===== src/rtl/fetch_stage_pkg.sv =====
// Shared pipeline definitions: PC-select encodings, NOP word, fetch FSM states
// and the IF/ID register layout.
package fetch_stage_pkg;

    typedef enum logic [1:0] {
        PCT_BRANCH = 2'b00,
        PCT_REG    = 2'b01,
        PCT_INDEX  = 2'b10,
        PCT_EXC    = 2'b11
    } pctype_e;

    typedef enum logic [1:0] {
        ST_BOOT = 2'b00,
        ST_RUN  = 2'b01,
        ST_WAIT = 2'b10
    } fetch_state_e;

    localparam logic [31:0] NOP_WORD = 32'h0000_0000;
    localparam logic [31:0] PC_STEP  = 32'd4;

    typedef struct packed {
        logic [31:0] instruc;
        logic [31:0] nextpc;
    } if_id_t;

    function automatic logic [31:0] align_word(input logic [31:0] addr);
        return {addr[31:2], 2'b00};
    endfunction

endpackage


===== src/rtl/fetch_stage_pc_target_mux.sv =====
// Combinational redirect-target select; result is always word aligned.
// Zero latency, no flow control.
module pc_target_mux
    import fetch_stage_pkg::*;
#(
    parameter logic [31:0] EXC_VECTOR = 32'h0000_0080
) (
    input  logic [1:0]  i_selpctype,
    input  logic [31:0] i_pcimd2ext,
    input  logic [31:0] i_rega,
    input  logic [31:0] i_pcindex,
    output logic [31:0] o_target
);

    pctype_e     w_sel;
    logic [31:0] w_raw;

    assign w_sel = pctype_e'(i_selpctype);

    always_comb begin
        w_raw = i_pcimd2ext;
        case (w_sel)
            PCT_BRANCH: w_raw = i_pcimd2ext;
            PCT_REG:    w_raw = i_rega;
            PCT_INDEX:  w_raw = i_pcindex;
            PCT_EXC:    w_raw = EXC_VECTOR;
            default:    w_raw = i_pcimd2ext;
        endcase
    end

    // An unaligned jr target is truncated rather than trapped.
    assign o_target = align_word(w_raw);

endmodule


===== src/rtl/fetch_stage.sv =====
// MIPS instruction-fetch stage: PC, delay-slot-aware redirect, IF/ID register.
// 1-cycle fetch latency; ex_if_stall freezes everything, mc_if_ready=0 inserts NOP bubbles.
module fetch_stage
    import fetch_stage_pkg::*;
#(
    parameter logic [31:0] RESET_PC   = 32'h0000_0000,
    parameter logic [31:0] EXC_VECTOR = 32'h0000_0080
) (
    input  logic        clock,
    input  logic        reset,
    input  logic        ex_if_stall,
    input  logic        id_if_selpcsource,
    input  logic [1:0]  id_if_selpctype,
    input  logic [31:0] id_if_pcimd2ext,
    input  logic [31:0] id_if_rega,
    input  logic [31:0] id_if_pcindex,
    input  logic [31:0] mc_if_data,
    input  logic        mc_if_ready,
    output logic        if_mc_en,
    output logic [31:0] if_mc_addr,
    output logic [31:0] if_id_instruc,
    output logic [31:0] if_id_nextpc
);

    fetch_state_e r_state;
    fetch_state_e w_state_nxt;

    logic [31:0] r_pc;
    logic [31:0] r_redirect_pc;
    logic        r_redirect_pending;
    if_id_t      r_if_id;

    logic [31:0] w_target;
    logic [31:0] w_pc_inc;
    logic [31:0] w_pc_nxt;
    logic        w_fetch_en;
    logic        w_accept;
    logic        w_bubble;

    pc_target_mux #(
        .EXC_VECTOR (EXC_VECTOR)
    ) u_pc_target_mux (
        .i_selpctype (id_if_selpctype),
        .i_pcimd2ext (id_if_pcimd2ext),
        .i_rega      (id_if_rega),
        .i_pcindex   (id_if_pcindex),
        .o_target    (w_target)
    );

    always_ff @(posedge clock or negedge reset) begin
        if (!reset) begin
            r_state <= ST_BOOT;
        end else begin
            r_state <= w_state_nxt;
        end
    end

    always_comb begin
        w_state_nxt = r_state;
        case (r_state)
            ST_BOOT: w_state_nxt = ST_RUN;
            ST_RUN, ST_WAIT: begin
                if (!ex_if_stall) begin
                    w_state_nxt = mc_if_ready ? ST_RUN : ST_WAIT;
                end
            end
            default: w_state_nxt = ST_BOOT;
        endcase
    end

    // BOOT keeps the request low for the first edge after reset release.
    always_comb begin
        w_fetch_en = 1'b0;
        w_accept   = 1'b0;
        w_bubble   = 1'b0;
        case (r_state)
            ST_RUN, ST_WAIT: begin
                w_fetch_en = ~ex_if_stall;
                w_accept   = ~ex_if_stall & mc_if_ready;
                w_bubble   = ~ex_if_stall & ~mc_if_ready;
            end
            default: begin
                w_fetch_en = 1'b0;
                w_accept   = 1'b0;
                w_bubble   = 1'b0;
            end
        endcase
    end

    assign w_pc_inc = r_pc + PC_STEP;

    // A remembered redirect outranks a (never legal) fresh one.
    always_comb begin
        w_pc_nxt = w_pc_inc;
        if (r_redirect_pending) begin
            w_pc_nxt = r_redirect_pc;
        end else if (id_if_selpcsource) begin
            w_pc_nxt = w_target;
        end
    end

    always_ff @(posedge clock or negedge reset) begin
        if (!reset) begin
            r_pc               <= RESET_PC;
            r_if_id.instruc    <= NOP_WORD;
            r_if_id.nextpc     <= 32'h0;
            r_redirect_pc      <= 32'h0;
            r_redirect_pending <= 1'b0;
        end else if (w_accept) begin
            r_pc               <= w_pc_nxt;
            r_if_id.instruc    <= mc_if_data;
            r_if_id.nextpc     <= w_pc_inc;
            r_redirect_pending <= 1'b0;
        end else if (w_bubble) begin
            r_if_id.instruc <= NOP_WORD;
            // The branch drops out of IF/ID with the bubble, so its target is kept until the delay slot lands.
            if (id_if_selpcsource && !r_redirect_pending) begin
                r_redirect_pc      <= w_target;
                r_redirect_pending <= 1'b1;
            end
        end
    end

    assign if_mc_en      = w_fetch_en;
    assign if_mc_addr    = r_pc;
    assign if_id_instruc = r_if_id.instruc;
    assign if_id_nextpc  = r_if_id.nextpc;

endmodule


===== config.mk =====
export PLATFORM = sky130hd
export DESIGN_NAME = fetch_stage
export DESIGN_NICKNAME = d
export VERILOG_FILES = /design/src/rtl/fetch_stage_pkg.sv /design/src/rtl/fetch_stage_pc_target_mux.sv /design/src/rtl/fetch_stage.sv
export SDC_FILE = /design/constraint.sdc
export NUM_CORES = 1
export LEC_CHECK = 0
export BUFFER_PORTS_ARGS = -buffer_cell sky130_fd_sc_hd__buf_2
export CAP_MARGIN = 30
export CORE_ASPECT_RATIO = 0.8
export CORE_MARGIN = 2
export CORE_UTILIZATION = 35
export DETAILED_ROUTE_END_ITERATION = 12
export GPL_ROUTABILITY_DRIVEN = 0
export GPL_TIMING_DRIVEN = 0
export PLACE_DENSITY = 0.71
export SYNTH_ARGS = -nofsm -noshare
export SYNTH_HDL_FRONTEND = slang
export SYNTH_SLANG_ARGS = --single-unit

===== constraint.sdc =====
create_clock -name clock -period 2 [get_ports clock]
set_input_delay 0.1 -clock clock [delete_from_list [all_inputs] [get_ports clock]]
set_output_delay 0.1 -clock clock [all_outputs]
set_load 0.02 [all_outputs]

# Yosys cells after proc, flatten, opt, wreduce, memory -nomap -nowiden
# Index checks and enable logic that the tools add are counted.
word_totals:
  reg_bits: 129
  in_bits: 135
  output_inout_bits: 97
  elab_cells: 41
classes:
  addsub: 1
  n_eq_ne: 6
  muxes: 14
  n_bitwise: 5
  reduce_logical: 9
op_table:
  columns: ["cell", "count"]
  rows:
  - ["2-to-1 mux 32 bit", 4]
  - ["one-hot mux 32 bit (4 select lines)", 1]
  - ["adder 32 x 3 -> 32 bit (second input constant)", 1]
  - ["equality test 2 bit (second input constant)", 3]
  - ["2-to-1 mux 1 bit", 6]
  - ["equality test 2 x 1 -> 1 bit (second input constant)", 2]
  - ["zero test 2 bit", 2]
  - ["2-to-1 mux 2 bit", 2]
  - ["one-hot mux 2 bit (2 select lines)", 1]
  - ["nonzero test 2 bit", 2]
  - ["inverter 1 bit", 3]
  - ["AND reduction 3 bit", 1]
  - ["AND 1 bit", 2]
  - ["inequality test 2 bit (second input constant)", 1]
  - ["AND reduction 2 bit", 1]
  - ["OR reduction 2 bit", 1]
  - ["logical AND 1 bit", 1]
  - ["zero test 1 bit", 1]

# Depth between registers and ports, before layout
logic_depth:
  ltp_word: 5
  depth_mapped: 11

# Modules after synthesis
# From an unflattened synthesis, not the netlist that was laid out.
unflattened:
  cells_unflattened: 777
  hier_area_um2: 7340.8
by_module_without_submodules:
  columns: ["module", "n_inst", "cells_per_inst", "area_per_inst_um2", "seq_area_each_um2"]
  rows:
  - ["fetch_stage", 1, 702, 6590.1, 3278.1]
  - ["pc_target_mux", 1, 75, 750.7, 0.0]

# Worst setup path after synthesis
# Ideal clock, no wire load.
synth_timing:
  path_kind: "reg-to-reg"
  startpoint: "register r_state[1]"
  endpoint: "register r_pc[29], in the netlist if_mc_addr[29]"
  setup_time_ns: 0.132
  arrival_ns: 1.851
  required_ns: 1.868
  path_slack_ns: 0.017
  stages_incl_launch_ff: 11
  n_path_buf: 3
  cell_sequence: "dfrtp_1 > inv_1 > ha_1 > nand2b_1 > buf_2 > inv_1 > and2_1 > buf_2 > clkbuf_1 > o21ai_0 > o2bb2ai_1"
synth_between:
  elab_chain_len: 3
  elab_cells_between_ends: 4
  classes_between: "eq/ne (2); mux (1); reduce/logical (1)"
synth_rtl:
  columns: ["item", "line", "text"]
  rows:
  - ["start, declared", "fetch_stage.sv:25", "fetch_state_e r_state;"]
  - ["start signal, assigned", "fetch_stage.sv:54", "r_state <= w_state_nxt;"]
  - ["equality test 2 x 1 -> 1 bit / equality test 2 bit (equally long branches)", "fetch_stage.sv:76", "case (r_state)"]
  - ["OR reduction 2 bit *", "fetch_stage.sv:76", null]
  - ["2-to-1 mux 1 bit *", "fetch_stage.sv:76", null]
  - ["end signal, assigned", "fetch_stage.sv:110", "r_pc <= w_pc_nxt;"]
  - ["end, declared", "fetch_stage.sv:28", "logic [31:0] r_pc;"]
# Every way passes the cells marked *; elsewhere a longest branch is shown, timed or not.
# A chain may end at the register's enable or synchronous reset.

# Worst setup path after layout
layout_timing:
  startpoint: "register r_pc[11], in the netlist if_mc_addr[11]"
  endpoint: "register r_pc[14], in the netlist if_mc_addr[14]"
layout_between:
  elab_chain_len: 3
layout_rtl:
  columns: ["item", "line", "text"]
  rows:
  - ["adder 32 x 3 -> 32 bit", "fetch_stage.sv:90", "assign w_pc_inc = r_pc + PC_STEP;"]
  - ["2-to-1 mux 32 bit", "fetch_stage.sv:97", "end else if (id_if_selpcsource) begin"]
  - ["2-to-1 mux 32 bit", "fetch_stage.sv:95", "if (r_redirect_pending) begin"]
# No other way between the ends.

==> tab_implementation.tex <==
\begin{tabular}{lr}
\hline
Metric & Value \\
\hline
\multicolumn{2}{l}{\textbf{Die}} \\
Chip width & $\sim$160 um \\
Count of standard-cell rows & 45 \\
Die ar. & approximately 20000 um2 \\
Effective utilization at floorplan & a little over a third \\
Core ar. & about 19000 um2 \\
Number of I/O pins & roughly 230 \\
Height of the die & approximately 130 um \\
\multicolumn{2}{l}{\textbf{Yosys}} \\
Proportion of synthesized flip-flops having asynchronous set or reset & 100\% \\
Top cell type's share of synthesized area & between 40\% and 50\% \\
Number of different library cells in the post-synthesis netlist & 64 \\
Total standard cell area after synthesis & approximately 6700 um2 \\
Number of storage elements in the synthesis netlist & about 130 \\
Post-synthesis cell type with the largest combined area & sky130\_fd\_sc\_hd\_\_dfrtp\_1 \\
Cells taking the most area after synthesis & sky130\_fd\_sc\_hd\_\_dfrtp\_1 47\%, sky130\_fd\_sc\_hd\_\_mux2i\_1 4.8\%, sky130\_fd\_sc\_hd\_\_a22o\_1 4.3\% \\
Warnings, synthesis & 0 \\
Number of flops mapped to enable cells by yosys & 0 \\
Gate count of the mapped netlist & just under 700 \\
Portion of the post-synthesis area used by sequential elements & between 40 and 50\% \\
Post-Syn Area per Cell & about 9.7 um2 \\
Ys flop type & sky130\_fd\_sc\_hd\_\_dfrtp\_1 \\
\multicolumn{2}{l}{\textbf{Layout}} \\
FILL cells & approximately 1800 \\
Number of antenna repair diodes & 0 \\
Commonest non-fill, non-tap cell in the layout & sky130\_fd\_sc\_hd\_\_buf\_2 \\
Layout overhead on the synthesized area & 40.5\% \\
Final \#Nets & $\sim$1100 \\
Ratio of cells with drive above 1 in the final layout & 34.3\% \\
Final standard cell count with taps included and fillers excluded & approximately 1200 \\
Most frequent cells in the layout & 229 x sky130\_fd\_sc\_hd\_\_buf\_2, 120 x sky130\_fd\_sc\_hd\_\_dfrtp\_1, 70 x sky130\_fd\_sc\_hd\_\_nor2\_1, 67 x sky130\_fd\_sc\_hd\_\_nand2\_1, 54 x sky130\_fd\_sc\_hd\_\_a21oi\_1 \\
\multicolumn{2}{l}{\textbf{Worst setup path}} \\
Crit path kind & reg -> reg \\
Largest driver fanout on the critical path & 6 \\
Slack of the worst reg-to-reg path & $\sim$53 ps \\
Critical path arrival & about 2300 ps \\
Critical path launch point type & register \\
Crit path cell chain & and4\_4 -> nand3\_1 -> or4\_1 -> o311ai\_0 -> a22o\_1 \\
Cell with the largest stage delay on the worst path & sky130\_fd\_sc\_hd\_\_or4\_1 \\
Required @ worst endpoint & about 2400 ps \\
Maximum single-stage delay on the critical path & 570 ps \\
Critical Path End Type & register \\
\multicolumn{2}{l}{\textbf{Timing}} \\
Hold WS & $\sim$9 ps \\
Number of pins exceeding their max-slew limit in the final report & 0 \\
Setup skew after layout & roughly 6.6 ps \\
Unrepaired setup endpoints after global routing & true \\
Post-route fraction of the period consumed by the critical path & $\sim$97\% \\
Peak clock frequency supported by timing & about 510 MHz \\
Final hold violation count & 0 \\
Final count of negative-setup-slack endpoints & 0 \\
Final critical path time including I/O delays and setup & approximately 1900 ps \\
Transition time of the tightest slew-check pin & roughly 590 ps \\
Slack of the critical path & roughly 53 ps \\
Max-slew headroom & between 60\% and 70\% \\
\multicolumn{2}{l}{\textbf{Detailed routing}} \\
Starting DRC count in detailed routing & between 500 and 600 \\
Total vias in the final route & 6565 \\
Average vias per placed instance & about 5.3 \\
ANT nets after route & 0 \\
Overall routed net length & between 20000 and 25000 um \\
DR WL/cell & roughly 19 um \\
Residual DRC count & 0 \\
Number of iterations in the first detailed-routing pass & 5 \\
\multicolumn{2}{l}{\textbf{Power}} \\
Flop pwr share & between 30\% and 40\% \\
Share of total power in the clock network & between 20\% and 30\% \\
Switching power summed over all nets & between 5000 and 6000 uW \\
Internal & roughly 8100 uW \\
Largest vdd supply drop & 0.562 mV \\
Switching share of total power & between 40\% and 50\% \\
Total chip power & 13600 uW \\
Power per cell area & 1450 nW/um2 \\
Leakage power figure & 0.00455 uW \\
Combinational share of power & 41.1\% \\
\multicolumn{2}{l}{\textbf{Clock network}} \\
Clock net sink count & roughly 130 \\
Clock latency at the later pin of the worst-skew pair & between 400 and 500 ps \\
Clock-pin transition on the worst setup and hold timing paths & approximately 60 ps \\
Buffer levels on the longest clock path & 2 \\
CTS tree & yes \\
H-tree Lvls & 4 \\
Root Driver & sky130\_fd\_sc\_hd\_\_clkbuf\_16 \\
Clock buffers created by TritonCTS & 17 \\
\multicolumn{2}{l}{\textbf{Global route}} \\
Via count of the first global-routing pass & roughly 6300 \\
Wire length of the first global-routing pass & about 36000 um \\
Overflow after GRT & 0 \\
Pin count of the biggest net entering global routing & 65 \\
Global router's overall resource usage & between 20\% and 30\% \\
Antenna violations before repair & 0 \\
\multicolumn{2}{l}{\textbf{Place}} \\
HPWL after detailed placement & 17400 um \\
Placed Instances & 1170 \\
Count of input and output buffers & around 220 \\
Minimum setup slack after placement & -453 ps \\
\multicolumn{2}{l}{\textbf{Flow run}} \\
Reported max-cap violation count & 0 \\
\multicolumn{2}{l}{\textbf{Hold path}} \\
Type of the most critical hold path & in -> reg \\
\multicolumn{2}{l}{\textbf{Status}} \\
Outcome & finished clean \\
\hline
\end{tabular}
==> logic make-up after synthesis <==
kind of cell | Yosys count | share of synthesized area [%]
AND/OR/NAND/NOR | 216 | 17.3
buffers and inverters | 69 | 4.88
AO/OA/AOI/OAI | 213 | 21.9
multiplexers | 36 | 5.46
XOR/XNOR | 24 | 3.14
other | 1 | 0.0560
adder cells (fa/ha/maj) | 3 | 0.561
flip-flops | 125 | 46.7
==> power by group through the flow <==
| stage | clock network (uW) | logic [uW] | registers (uW) |
|---|---|---|---|
| finish | 3500 | 5600 | 4550 |
| global route | 3630 | 6070 | 4690 |
| CTS | 3520 | 5510 | 4510 |
| detailed placement | 0 | 5270 | 4540 |
| global placement | 0 | 5190 | 4480 |
| floorplan | 0 | 2440 | 5300 |
==> state kept, by name, indices dropped and copies added (netlist names) <==
name and count:
r_redirect_pending 1, r_redirect_pc 30, if_id_instruc 32, r_state 2, if_id_nextpc 30, if_mc_addr 30
==> synthesized netlist by cell type, types with 5 or more instances <==
cell type	instances
sky130_fd_sc_hd__dfrtp_1	125
sky130_fd_sc_hd__nor2_1	71
sky130_fd_sc_hd__nand2_1	68
sky130_fd_sc_hd__a21oi_1	54
sky130_fd_sc_hd__o21ai_0	41
sky130_fd_sc_hd__a22o_1	33
sky130_fd_sc_hd__mux2i_1	32
sky130_fd_sc_hd__clkbuf_1	28
sky130_fd_sc_hd__nand3_1	24
sky130_fd_sc_hd__xnor2_1	18
sky130_fd_sc_hd__buf_2	15
sky130_fd_sc_hd__inv_1	10
sky130_fd_sc_hd__o221ai_1	10
sky130_fd_sc_hd__o2bb2ai_1	10
sky130_fd_sc_hd__and3_1	9
sky130_fd_sc_hd__o21a_1	9
sky130_fd_sc_hd__a221o_1	7
sky130_fd_sc_hd__buf_4	7
sky130_fd_sc_hd__nor4_4	7
sky130_fd_sc_hd__a221oi_1	6
sky130_fd_sc_hd__xor2_1	6
sky130_fd_sc_hd__and4_1	5
sky130_fd_sc_hd__buf_1	5
sky130_fd_sc_hd__o21ai_1	5
==> metal layers <==
metal  part of all wire (%)  wire length, um  track usage [%]
met5                      0                0                0
met4                    1.6              381             5.51
met3                    7.6             1800             5.38
met2                     44            10400             34.7
met1                     47            11100             34.9
==> layout make-up <==
type	instances	area, um2	area share [%]
Multi-Input combinational cell	496	3300	35.0
Sequential cell	125	3130	33.3
Timing Repair Buffer	269	1600	17.0
Clock buffer	17	425	4.52
Buffer	56	352	3.74
Tap cell	258	323	3.43
Clock inverter	15	236	2.51
Inverter	11	41.3	0.439
==> path summary, 6_finish.rpt <==
kind | cells after the start | endpoint | start
max | 5 | if_mc_addr[14] | if_mc_addr[11]
min | 3 | r_redirect_pc[2] | id_if_rega[2]
max reg2reg | 5 | if_mc_addr[14] | if_mc_addr[11]
min reg2reg | 2 | if_id_nextpc[22] | if_id_nextpc[22]
max in group asynchronous | 3 | if_mc_addr[2] | reset
min in group asynchronous | 2 | if_id_instruc[6] | reset
==> repair_timing <==
action                     CTS  global route
hold endpoints to repair    96             0
hold buffers                36             0
setup endpoints to repair  124            94
pin swaps                    3             2
resized for setup           24            32
buffers inserted             7             4
==> through the flow <==
stage	TNS (ps)	util [%]	area [um2]
5_1_grt	-57.0	49.9	9410
4_1_cts	0	49.5	9340
3_3_place_gp	-130570	43.1	8140
2_1_floorplan	0	-	6710
6_report	0	49.9	9410
3_5_place_dp	-25130	43.3	8170
==> critical path, delay by kind of cell, from the launching register on <==
| family | cells | cell delay (ps) |
|---|---|---|
| DFF | 1 | 430 |
| and+or+nand+nor | 3 | 1050 |
| AOI/OAI and AO/OA | 2 | 410 |
Power figures use the tool's default switching activity.
